==> config.mk <==
export PLATFORM = sky130hd
export DESIGN_NAME = filter_cfg_ctrl
export DESIGN_NICKNAME = d
export VERILOG_FILES = /design/src/rtl/filter_cfg_pkg.sv /design/src/rtl/filter_irq_status.sv /design/src/rtl/filter_cfg_ctrl.sv
export SDC_FILE = /design/constraint.sdc
export NUM_CORES = 1
export LEC_CHECK = 0
export BUFFER_PORTS_ARGS = -buffer_cell sky130_fd_sc_hd__buf_4
export CORE_ASPECT_RATIO = 1.2
export CORE_MARGIN = 4
export CORE_UTILIZATION = 55
export DETAILED_ROUTE_END_ITERATION = 8
export GPL_TIMING_DRIVEN = 0
export HOLD_SLACK_MARGIN = 0.05
export PLACE_DENSITY = 0.79
export SKIP_LAST_GASP = 1
export SLEW_MARGIN = 10
export SYNTH_ARGS = -nofsm -noshare
export SYNTH_HDL_FRONTEND = slang
export SYNTH_SLANG_ARGS = --single-unit
==> constraint.sdc <==
create_clock -name clk_i -period 4.2 [get_ports clk_i]
set_clock_uncertainty 0.1 [all_clocks]
set_input_delay 0.42 -clock clk_i [delete_from_list [all_inputs] [get_ports clk_i]]
set_output_delay 0.42 -clock clk_i [all_outputs]
set_load 0.05 [all_outputs]
==> src/rtl/filter_cfg_pkg.sv <==
// Shared constants and types for the filter configuration controller:
// register addresses, CTRL field layout, filter type codes and FSM states.
package filter_cfg_pkg;

  localparam logic [3:0] ADDR_INT_STATUS  = 4'd8;
  localparam logic [3:0] ADDR_DATA_STATUS = 4'd9;

  localparam int CTRL_TYPE_LSB = 0;
  localparam int CTRL_TYPE_W   = 2;
  localparam int CTRL_WIN_LSB  = 2;
  localparam int CTRL_WIN_W    = 4;
  localparam int CTRL_IEN_BIT  = 6;

  typedef enum logic [1:0] {
    FT_OFF  = 2'b00,
    FT_RISE = 2'b01,
    FT_FALL = 2'b10,
    FT_BOTH = 2'b11
  } ftype_e;

  // Field order mirrors the CTRL register bit layout (bit 7 reserved).
  typedef struct packed {
    logic                  ien;
    logic [CTRL_WIN_W-1:0] win;
    ftype_e                ftype;
  } ctrl_t;

  typedef enum logic [1:0] {
    ST_IDLE,
    ST_ACCESS,
    ST_FLUSH,
    ST_APPLY
  } state_e;

endpackage

==> src/rtl/filter_irq_status.sv <==
// Sticky per-channel interrupt status with write-1-to-clear and a
// registered aggregated interrupt that lags the status bits by one cycle.
module filter_irq_status #(
  parameter int NUM_CH = 4
) (
  input  logic              clk_i,
  input  logic              rstn_i,
  input  logic [NUM_CH-1:0] ch_int,
  input  logic [NUM_CH-1:0] clr,
  output logic [NUM_CH-1:0] status,
  output logic              irq
);

  // A new pulse outranks a clear landing in the same cycle.
  always_ff @(posedge clk_i or negedge rstn_i) begin
    if (!rstn_i) begin
      status <= '0;
      irq    <= 1'b0;
    end else begin
      status <= ch_int | (status & ~clr);
      irq    <= |status;
    end
  end

endmodule

==> src/rtl/filter_cfg_ctrl.sv <==
// Register interface, reconfiguration sequencer and CTRL bank for NUM_CH
// filter channels; active channels are flushed before new settings apply.
module filter_cfg_ctrl
  import filter_cfg_pkg::*;
#(
  parameter int NUM_CH    = 4,
  parameter int FLUSH_CYC = 2
) (
  input  logic                clk_i,
  input  logic                rstn_i,
  input  logic                req_i,
  input  logic                we_i,
  input  logic [3:0]          addr_i,
  input  logic [7:0]          wdata_i,
  output logic                ack_o,
  output logic [7:0]          rdata_o,
  output logic                busy_o,
  output logic [2*NUM_CH-1:0] filter_type_o,
  output logic [4*NUM_CH-1:0] window_size_o,
  output logic [NUM_CH-1:0]   int_en_o,
  input  logic [NUM_CH-1:0]   ch_int_i,
  input  logic [NUM_CH-1:0]   ch_data_i,
  output logic                irq_o
);

  state_e            state_q, state_d;
  ctrl_t             ctrl_q [NUM_CH];
  ctrl_t             shadow_q, cur_ctrl, new_ctrl;
  logic [2:0]        tgt_q;
  logic [3:0]        cnt_q;
  logic [NUM_CH-1:0] w1c_q, clr, status;
  logic [7:0]        rdata_q, rd_val;
  logic              accept, is_ctrl, need_flush;
  logic              unused_wdata;

  assign unused_wdata = wdata_i[7];
  assign accept       = req_i && (state_q == ST_IDLE);

  // NOTE: every signal gets a default before any branch so no path infers a latch.
  always_comb begin
    cur_ctrl = '0;
    rd_val   = 8'h00;
    for (int n = 0; n < NUM_CH; n++) begin
      if (addr_i == 4'(n)) cur_ctrl = ctrl_q[n];
    end
    is_ctrl = (addr_i < 4'(NUM_CH));
    if (is_ctrl)                           rd_val = {1'b0, cur_ctrl};
    else if (addr_i == ADDR_INT_STATUS)    rd_val = 8'(status);
    else if (addr_i == ADDR_DATA_STATUS)   rd_val = 8'(ch_data_i);

    new_ctrl       = '0;
    new_ctrl.ftype = ftype_e'(wdata_i[CTRL_TYPE_LSB +: CTRL_TYPE_W]);
    new_ctrl.win   = wdata_i[CTRL_WIN_LSB +: CTRL_WIN_W];
    new_ctrl.ien   = wdata_i[CTRL_IEN_BIT];

    // Only a running channel whose type or window changes must be flushed.
    need_flush = we_i && is_ctrl && (cur_ctrl.ftype != FT_OFF) &&
                 ((new_ctrl.ftype != cur_ctrl.ftype) || (new_ctrl.win != cur_ctrl.win));
  end

  always_comb begin
    state_d = state_q;
    ack_o   = 1'b0;
    busy_o  = (state_q != ST_IDLE);
    unique case (state_q)
      ST_IDLE:   if (accept) state_d = need_flush ? ST_FLUSH : ST_ACCESS;
      ST_ACCESS: begin
        ack_o   = 1'b1;
        state_d = ST_IDLE;
      end
      ST_FLUSH:  if (cnt_q == '0) state_d = ST_APPLY;
      ST_APPLY: begin
        ack_o   = 1'b1;
        state_d = ST_IDLE;
      end
      default:   state_d = ST_IDLE;
    endcase
  end

  // NOTE: flops use non-blocking assignment so each register samples pre-edge values.
  always_ff @(posedge clk_i or negedge rstn_i) begin
    if (!rstn_i) state_q <= ST_IDLE;
    else         state_q <= state_d;
  end

  // NOTE: the CTRL bank is a few flops rather than a RAM, so it is reset like all other state.
  always_ff @(posedge clk_i or negedge rstn_i) begin
    if (!rstn_i) begin
      for (int n = 0; n < NUM_CH; n++) ctrl_q[n] <= '0;
      shadow_q <= '0;
      tgt_q    <= '0;
      cnt_q    <= '0;
      w1c_q    <= '0;
      rdata_q  <= '0;
    end else if (accept) begin
      rdata_q  <= we_i ? 8'h00 : rd_val;
      w1c_q    <= (we_i && addr_i == ADDR_INT_STATUS) ? wdata_i[NUM_CH-1:0] : '0;
      shadow_q <= new_ctrl;
      tgt_q    <= addr_i[2:0];
      cnt_q    <= 4'(FLUSH_CYC - 1);
      for (int n = 0; n < NUM_CH; n++) begin
        if (we_i && !need_flush && addr_i == 4'(n)) ctrl_q[n] <= new_ctrl;
      end
    end else if (state_q == ST_FLUSH) begin
      // The shadow lands on the last flush edge so it is live during APPLY.
      if (cnt_q != '0) begin
        cnt_q <= cnt_q - 4'd1;
      end else begin
        for (int n = 0; n < NUM_CH; n++) begin
          if (tgt_q == 3'(n)) ctrl_q[n] <= shadow_q;
        end
      end
    end
  end

  always_comb begin
    filter_type_o = '0;
    window_size_o = '0;
    int_en_o      = '0;
    for (int n = 0; n < NUM_CH; n++) begin
      filter_type_o[2*n +: 2] = (state_q == ST_FLUSH && tgt_q == 3'(n)) ? FT_OFF : ctrl_q[n].ftype;
      window_size_o[4*n +: 4] = ctrl_q[n].win;
      int_en_o[n]             = ctrl_q[n].ien;
    end
  end

  assign rdata_o = ack_o ? rdata_q : 8'h00;
  assign clr     = (state_q == ST_ACCESS) ? w1c_q : '0;

  filter_irq_status #(
    .NUM_CH (NUM_CH)
  ) u_irq_status (
    .clk_i  (clk_i),
    .rstn_i (rstn_i),
    .ch_int (ch_int_i),
    .clr    (clr),
    .status (status),
    .irq    (irq_o)
  );

endmodule

# == Word-level counts from Yosys, hierarchy flattened ==
# Index checks and enable logic that the tools add are counted.
# totals
reg_bits,61
in_bits,24
out_inout_bits,39
elab_cells,118
# classes
addsub,1
n_lt_le_gt_ge,1
n_eq_ne,20
muxes,34
bitwise,3
reduce_logical,37
# ops
op,count
2-to-1 mux 7 bit,13
2-to-1 mux 28 bit,3
2-to-1 mux 4 bit,7
2-to-1 mux 8 bit,2
AND reduction 4 bit,4
nonzero test 2 bit,8
logical AND 1 bit,14
2-to-1 mux 2 bit,7
"equality test 4 x 2 -> 1 bit, second input constant",2
"equality test 4 bit, second input constant",2
logical NOT 4 bit,2
"inequality test 2 x 1 -> 1 bit, second input constant",4
"equality test 3 x 2 -> 1 bit, second input constant",2
"inequality test 2 bit, second input constant",3
one-hot mux 2 bit (3 select lines),1
bitwise AND 4 bit,1
"equality test 2 bit, second input constant",2
"equality test 4 x 1 -> 1 bit, second input constant",1
"less-than comparator 4 x 3 -> 1 bit, second input constant",1
inequality test 4 bit,1
NOT 4 bit,1
bitwise OR 4 bit,1
AND reduction 2 bit,2
nonzero test 4 bit,1
other kinds (11),11

# == Logic depth before layout (Yosys ltp) ==
# depth
ltp_word,13
depth_mapped,8

# == Cells and area by module ==
# A second synthesis with hierarchy kept.
# unflattened
hier_cells,273
hier_area_um2,3258.1
# by_module_without_submodules
module,n_inst,cells_per_inst,area_each_um2,seq_area_each_um2
filter_cfg_ctrl,1,259,3079.2,1376.3
filter_irq_status,1,14,178.9,125.1

# == Least setup slack after synthesis ==
# No wires, ideal clock.
# synth_timing
kind,input -> register
start,input port addr_i[1]
end,register ctrl_q[0] (netlist name)
setup_ps,125
arrival_time_ps,2507
required_time_ps,3975
path_slack_ps,1468
path_stages,7
path_cell_list,or3_2 -> o22ai_2 -> xor2_1 -> a21oi_2 -> o211ai_4 -> o41ai_4 -> mux2_2
# synth_between
elab_chain_len,13
elab_cells_between_ends,21
classes_between,order compare (1); eq/ne (6); mux (4); reduce/logical (10)
# synth_lines
item,line_no,source
"start, declared",filter_cfg_ctrl.sv:13,"input logic [3:0] addr_i,"
logical NOT 4 bit,filter_cfg_ctrl.sv:44,if (addr_i == 4'(n)) cur_ctrl = ctrl_q[n];
2-to-1 mux 7 bit (4 in series),filter_cfg_ctrl.sv:44,
inequality test 4 bit (tied with other cells),filter_cfg_ctrl.sv:58,((new_ctrl.ftype != cur_ctrl.ftype) || (new_ctrl.win != cur_ctrl.win));
logical OR 1 bit or logical AND 1 bit (tied branches),"filter_cfg_ctrl.sv:58, filter_cfg_ctrl.sv:57",
logical AND 1 bit,filter_cfg_ctrl.sv:57,need_flush = we_i && is_ctrl && (cur_ctrl.ftype != FT_OFF) &&
logical NOT 1 bit,filter_cfg_ctrl.sv:102,if (we_i && !need_flush && addr_i == 4'(n)) ctrl_q[n] <= new_ctrl;
logical AND 1 bit,filter_cfg_ctrl.sv:102,
logical AND 1 bit *,filter_cfg_ctrl.sv:102,
inequality test 2 x 1 -> 1 bit (no source line) *,n/a,
AND reduction 4 bit (no source line) *,n/a,
"end signal, assigned by index",filter_cfg_ctrl.sv:102,
"end signal, assigned by index",filter_cfg_ctrl.sv:110,if (tgt_q == 3'(n)) ctrl_q[n] <= shadow_q;
"end, declared",filter_cfg_ctrl.sv:27,ctrl_t ctrl_q [NUM_CH];
# Mark *: on every way between the ends. The rest lies on a longest branch, timed or not.
# A chain may end at the register's enable or synchronous reset.

# == Worst setup path in the final report ==
# layout_timing
start,input port addr_i[1]
end,"register ctrl_q, in the netlist window_size_o[1]"
# layout_between
elab_chain_len,13
elab_cells_between_ends,21
classes_between,order compare (1); eq/ne (6); mux (4); reduce/logical (10)
# layout_lines
item,line_no
logical NOT 4 bit,"filter_cfg_ctrl.sv:44, filter_cfg_ctrl.sv:102"
2-to-1 mux 7 bit (4 in series),filter_cfg_ctrl.sv:44
inequality test 4 bit (tied with other cells),filter_cfg_ctrl.sv:58
logical OR 1 bit or logical AND 1 bit (tied branches),"filter_cfg_ctrl.sv:58, filter_cfg_ctrl.sv:57"
logical AND 1 bit,filter_cfg_ctrl.sv:57
logical NOT 1 bit,filter_cfg_ctrl.sv:102
logical AND 1 bit,filter_cfg_ctrl.sv:102
logical AND 1 bit *,filter_cfg_ctrl.sv:102
inequality test 2 x 1 -> 1 bit (no source line) *,n/a
AND reduction 4 bit (no source line) *,n/a
# Marks and branches as above.

==> results.sh <==
export IMPL_final_max_slew_violation_count=0
export IMPL_crit_end="window_size_o[1]$_DFFE_PN0P_"
export IMPL_design_area_um2=3973
export IMPL_firstDrtPassIters=5
export IMPL_cts_buffer_depth=2
export IMPL_antenna_left=0
export IMPL_die_width_um=78.13
export IMPL_whs_ns=0.03124
export IMPL_path_class="in2reg"
export IMPL_cp_max_fo=8
export IMPL_endpoint_kind="register"
export IMPL_yosysSeqAreaShare=0.4626
export IMPL_synth_warnings=0
export IMPL_viasPerCell=5.484
export IMPL_syn_area_per_cell_um2=10.78
export IMPL_finalHoldViolCount=0
export IMPL_timing_rr_start="state_q[1]$_DFFE_PN0P_"
export IMPL_initial_core_util=0.5689
export IMPL_finalWirelength_mm=7.720
export IMPL_slew_headroom=0.4851
export IMPL_synth_flop_cell="dfrtp_1"
export IMPL_r2r_end="window_size_o[1]$_DFFE_PN0P_"
export IMPL_routedWlPerCell_um=16.97
export IMPL_yosys_top_cells_area="dfrtp_1 (46%), mux2_2 (10%), nand2_1 (5.9%)"
export IMPL_worstMarginPinSlew_ns=0.7706
export IMPL_p_clk_frac=0.277
export IMPL_multi_input_area_um2=1520
export IMPL_antenna_found_initial=0
export IMPL_root_buffer="clkbuf_8"
export IMPL_ir_worst_vdd_uv=272.0
export IMPL_numCtsBuffers=9
export IMPL_syn_inst=301
export IMPL_combPwrFrac=0.331
export IMPL_core_um2=5705
export IMPL_synth_distinct_cells=56
export IMPL_cap_viol_max_count=0
export IMPL_grtUsageTotal=0.2288
export IMPL_rsz0062_at_grt="false"
export IMPL_antenna_cells=0
export IMPL_holdBufCountCts=0
export IMPL_synth_commonest_cells="dfrtp_1 (60), nand2_1 (51), mux2_2 (30), buf_4 (21)"
export IMPL_seqCellArea_um2=1501
export IMPL_hold_class="in2async"
export IMPL_fin_nets=396
export IMPL_setup_tns_ns=0
export IMPL_final_core_util=0.6963
export IMPL_p_leak_nw=1.977
export IMPL_layout_min_cycle_time_ns=2.953
export IMPL_area_delta_synth_final_pct=22.40
export IMPL_grt_pass1_wl_mm=12.68
export IMPL_syn_cell_area_um2=3246
export IMPL_crit_start="addr_i[1]"
export IMPL_drive_gt1_frac=0.3867
export IMPL_post_dp_cell_area_um2=3789
export IMPL_first_iter_violations=161
export IMPL_drc=0
export IMPL_dieArea_um2=7199
export IMPL_yosysMostFrequentCell="dfrtp_1"
export IMPL_rows=30
export IMPL_cts_tree="done"
export IMPL_reg2reg_slack_ns=1.36
export IMPL_gp_congestion=0.8244
export IMPL_p_seq_frac=0.393
export IMPL_hpwl_mm=5.634
export IMPL_port_buffers=59
export IMPL_fillers=454
export IMPL_synth_edf_count=0
export IMPL_cts_setup_buffers=0
export IMPL_htree_levels=3
export IMPL_worstSetupStartpointType="input port"
export IMPL_setup_viol=0
export IMPL_synth_largest_area_cell="dfrtp_1"
export IMPL_ios=63
export IMPL_arrival_ns=3.07
export IMPL_path_clk_slew_ns=0.07
export IMPL_ff2ff_path_depth=6
export IMPL_die_h_um=92.15
export IMPL_period_share=0.7030
export IMPL_cts_resized=0
export IMPL_swShare=0.3539
export IMPL_grt_pass1_vias=2552
export IMPL_async_flop_share=1.000
export IMPL_grt_max_degree=61
export IMPL_via_count=2495
export IMPL_clkLatencyLatePin_ns=0.34
export IMPL_post_synth_top_area_fraction=0.4626
export IMPL_timing_fmax_mhz=338.7
export IMPL_clock_sinks=60
export IMPL_grt_overflow=0
export IMPL_ys_seq_elements=60
export IMPL_power_density_nw_per_um2=454.1
export IMPL_status="completed"
export IMPL_syn_nets=326
export IMPL_p_sw_mw=0.6383
export IMPL_p_int_mw=1.165
export IMPL_required_ns=4.32
cell usage in the layout, fill, tap and decap left out, types with 2 or more instances in the layout:
cell and count:
nor4_1 2, mux2i_1 9, nand3b_1 2, nor3_1 4, nor3b_1 2, nor2b_1 6
clkbuf_1 8, o22ai_1 2, o22ai_2 2, dfrtp_1 60, a21o_1 5, a22o_1 3
o41ai_4 4, nand2_1 51, or3_2 2, a21oi_1 5, and2_1 12, buf_4 80
nor2_1 13, nand3_1 3, o21ai_0 13, buf_2 2, inv_1 5, mux2_1 2
mux2_2 30, xnor2_1 4, clkbuf_8 10, xor2_1 2, buf_1 2
metrics by stage:
stage                     setup WS [ns]  power (mW)  cells
after global placement           0.9962       1.304    440
after global routing              1.173       1.884    455
after CTS                         1.288       1.811    455
after detailed placement         0.9502       1.316    440
after floorplan                   1.468       1.139    301
final                             1.247       1.804    455
critical path: stages:
cell,delay [ns]
buf_4,0.14
or3_2,0.55
o22ai_2,0.30
xor2_1,0.13
a21oi_2,0.17
o211ai_4,0.18
o41ai_4,0.75
mux2_2,0.41
cell type report:
class,instances,share of cell area
clock buffer,13,0.03748
multi-input combinational,205,0.3827
buffer,31,0.05165
inverter,5,0.004724
sequential,60,0.3780
timing repair buffer,59,0.1115
tap,80,0.02520
clock inverter,2,0.008819
flip-flops by register name (all words and copies together) (netlist names):
| signal | count |
|---|---|
| state_q | 2 |
| shadow_q | 7 |
| rdata_q | 7 |
| w1c_q | 4 |
| tgt_q | 3 |
| u_irq_status.status | 4 |
| ctrl_q | 8 |
| window_size_o | 16 |
| int_en_o | 4 |
| u_irq_status.irq | 1 |
| cnt_q | 4 |
cells by family (layout without fill, tap and decap cells):
| kind of cell | Yosys count | count (layout) | synth area share |
|---|---|---|---|
| XOR/XNOR | 7 | 7 | 0.02120 |
| AND/OR/NAND/NOR | 108 | 108 | 0.1627 |
| AO/OA/AOI/OAI | 46 | 46 | 0.1326 |
| multiplexers | 42 | 42 | 0.1469 |
| flip-flops | 60 | 60 | 0.4626 |
| adder cells (fa/ha/maj) | 1 | 1 | 0.003854 |
| buffers and inverters | 36 | 110 | 0.06901 |
| other | 1 | 1 | 0.001155 |
power groups by stage:
stage	Combinational [mW]	Clock (mW)	Sequential (mW)
global placement	0.590	0	0.713
global route	0.633	0.534	0.717
floorplan	0.438	0	0.701
detailed placement	0.598	0	0.718
finish	0.596	0.499	0.708
CTS	0.602	0.501	0.708
metal layers:
metal	share of wire	routed length (µm)	track usage
met4	0.018	140	0.09038
met3	0.053	412	0.05108
met2	0.53	4095	0.3986
met1	0.40	3071	0.2724
met5	0	0	0
worst min-delay path by stage:
stage	startpoint	to	slack (ns)
finish	rstn_i	cnt_q[2]$_DFFE_PN0P_	0.03
global route	rstn_i	cnt_q[3]$_DFFE_PN0P_	0.11
CTS	rstn_i	cnt_q[2]$_DFFE_PN0P_	0.07
detailed placement	rdata_q[0]$_DFFE_PN0P_	rdata_q[0]$_DFFE_PN0P_	0.36
global placement	rdata_q[1]$_DFFE_PN0P_	rdata_q[1]$_DFFE_PN0P_	0.36
floorplan	rstn_i	cnt_q[0]$_DFFE_PN0P_	0.02
Note: power is estimated with default switching activity, not from simulation.
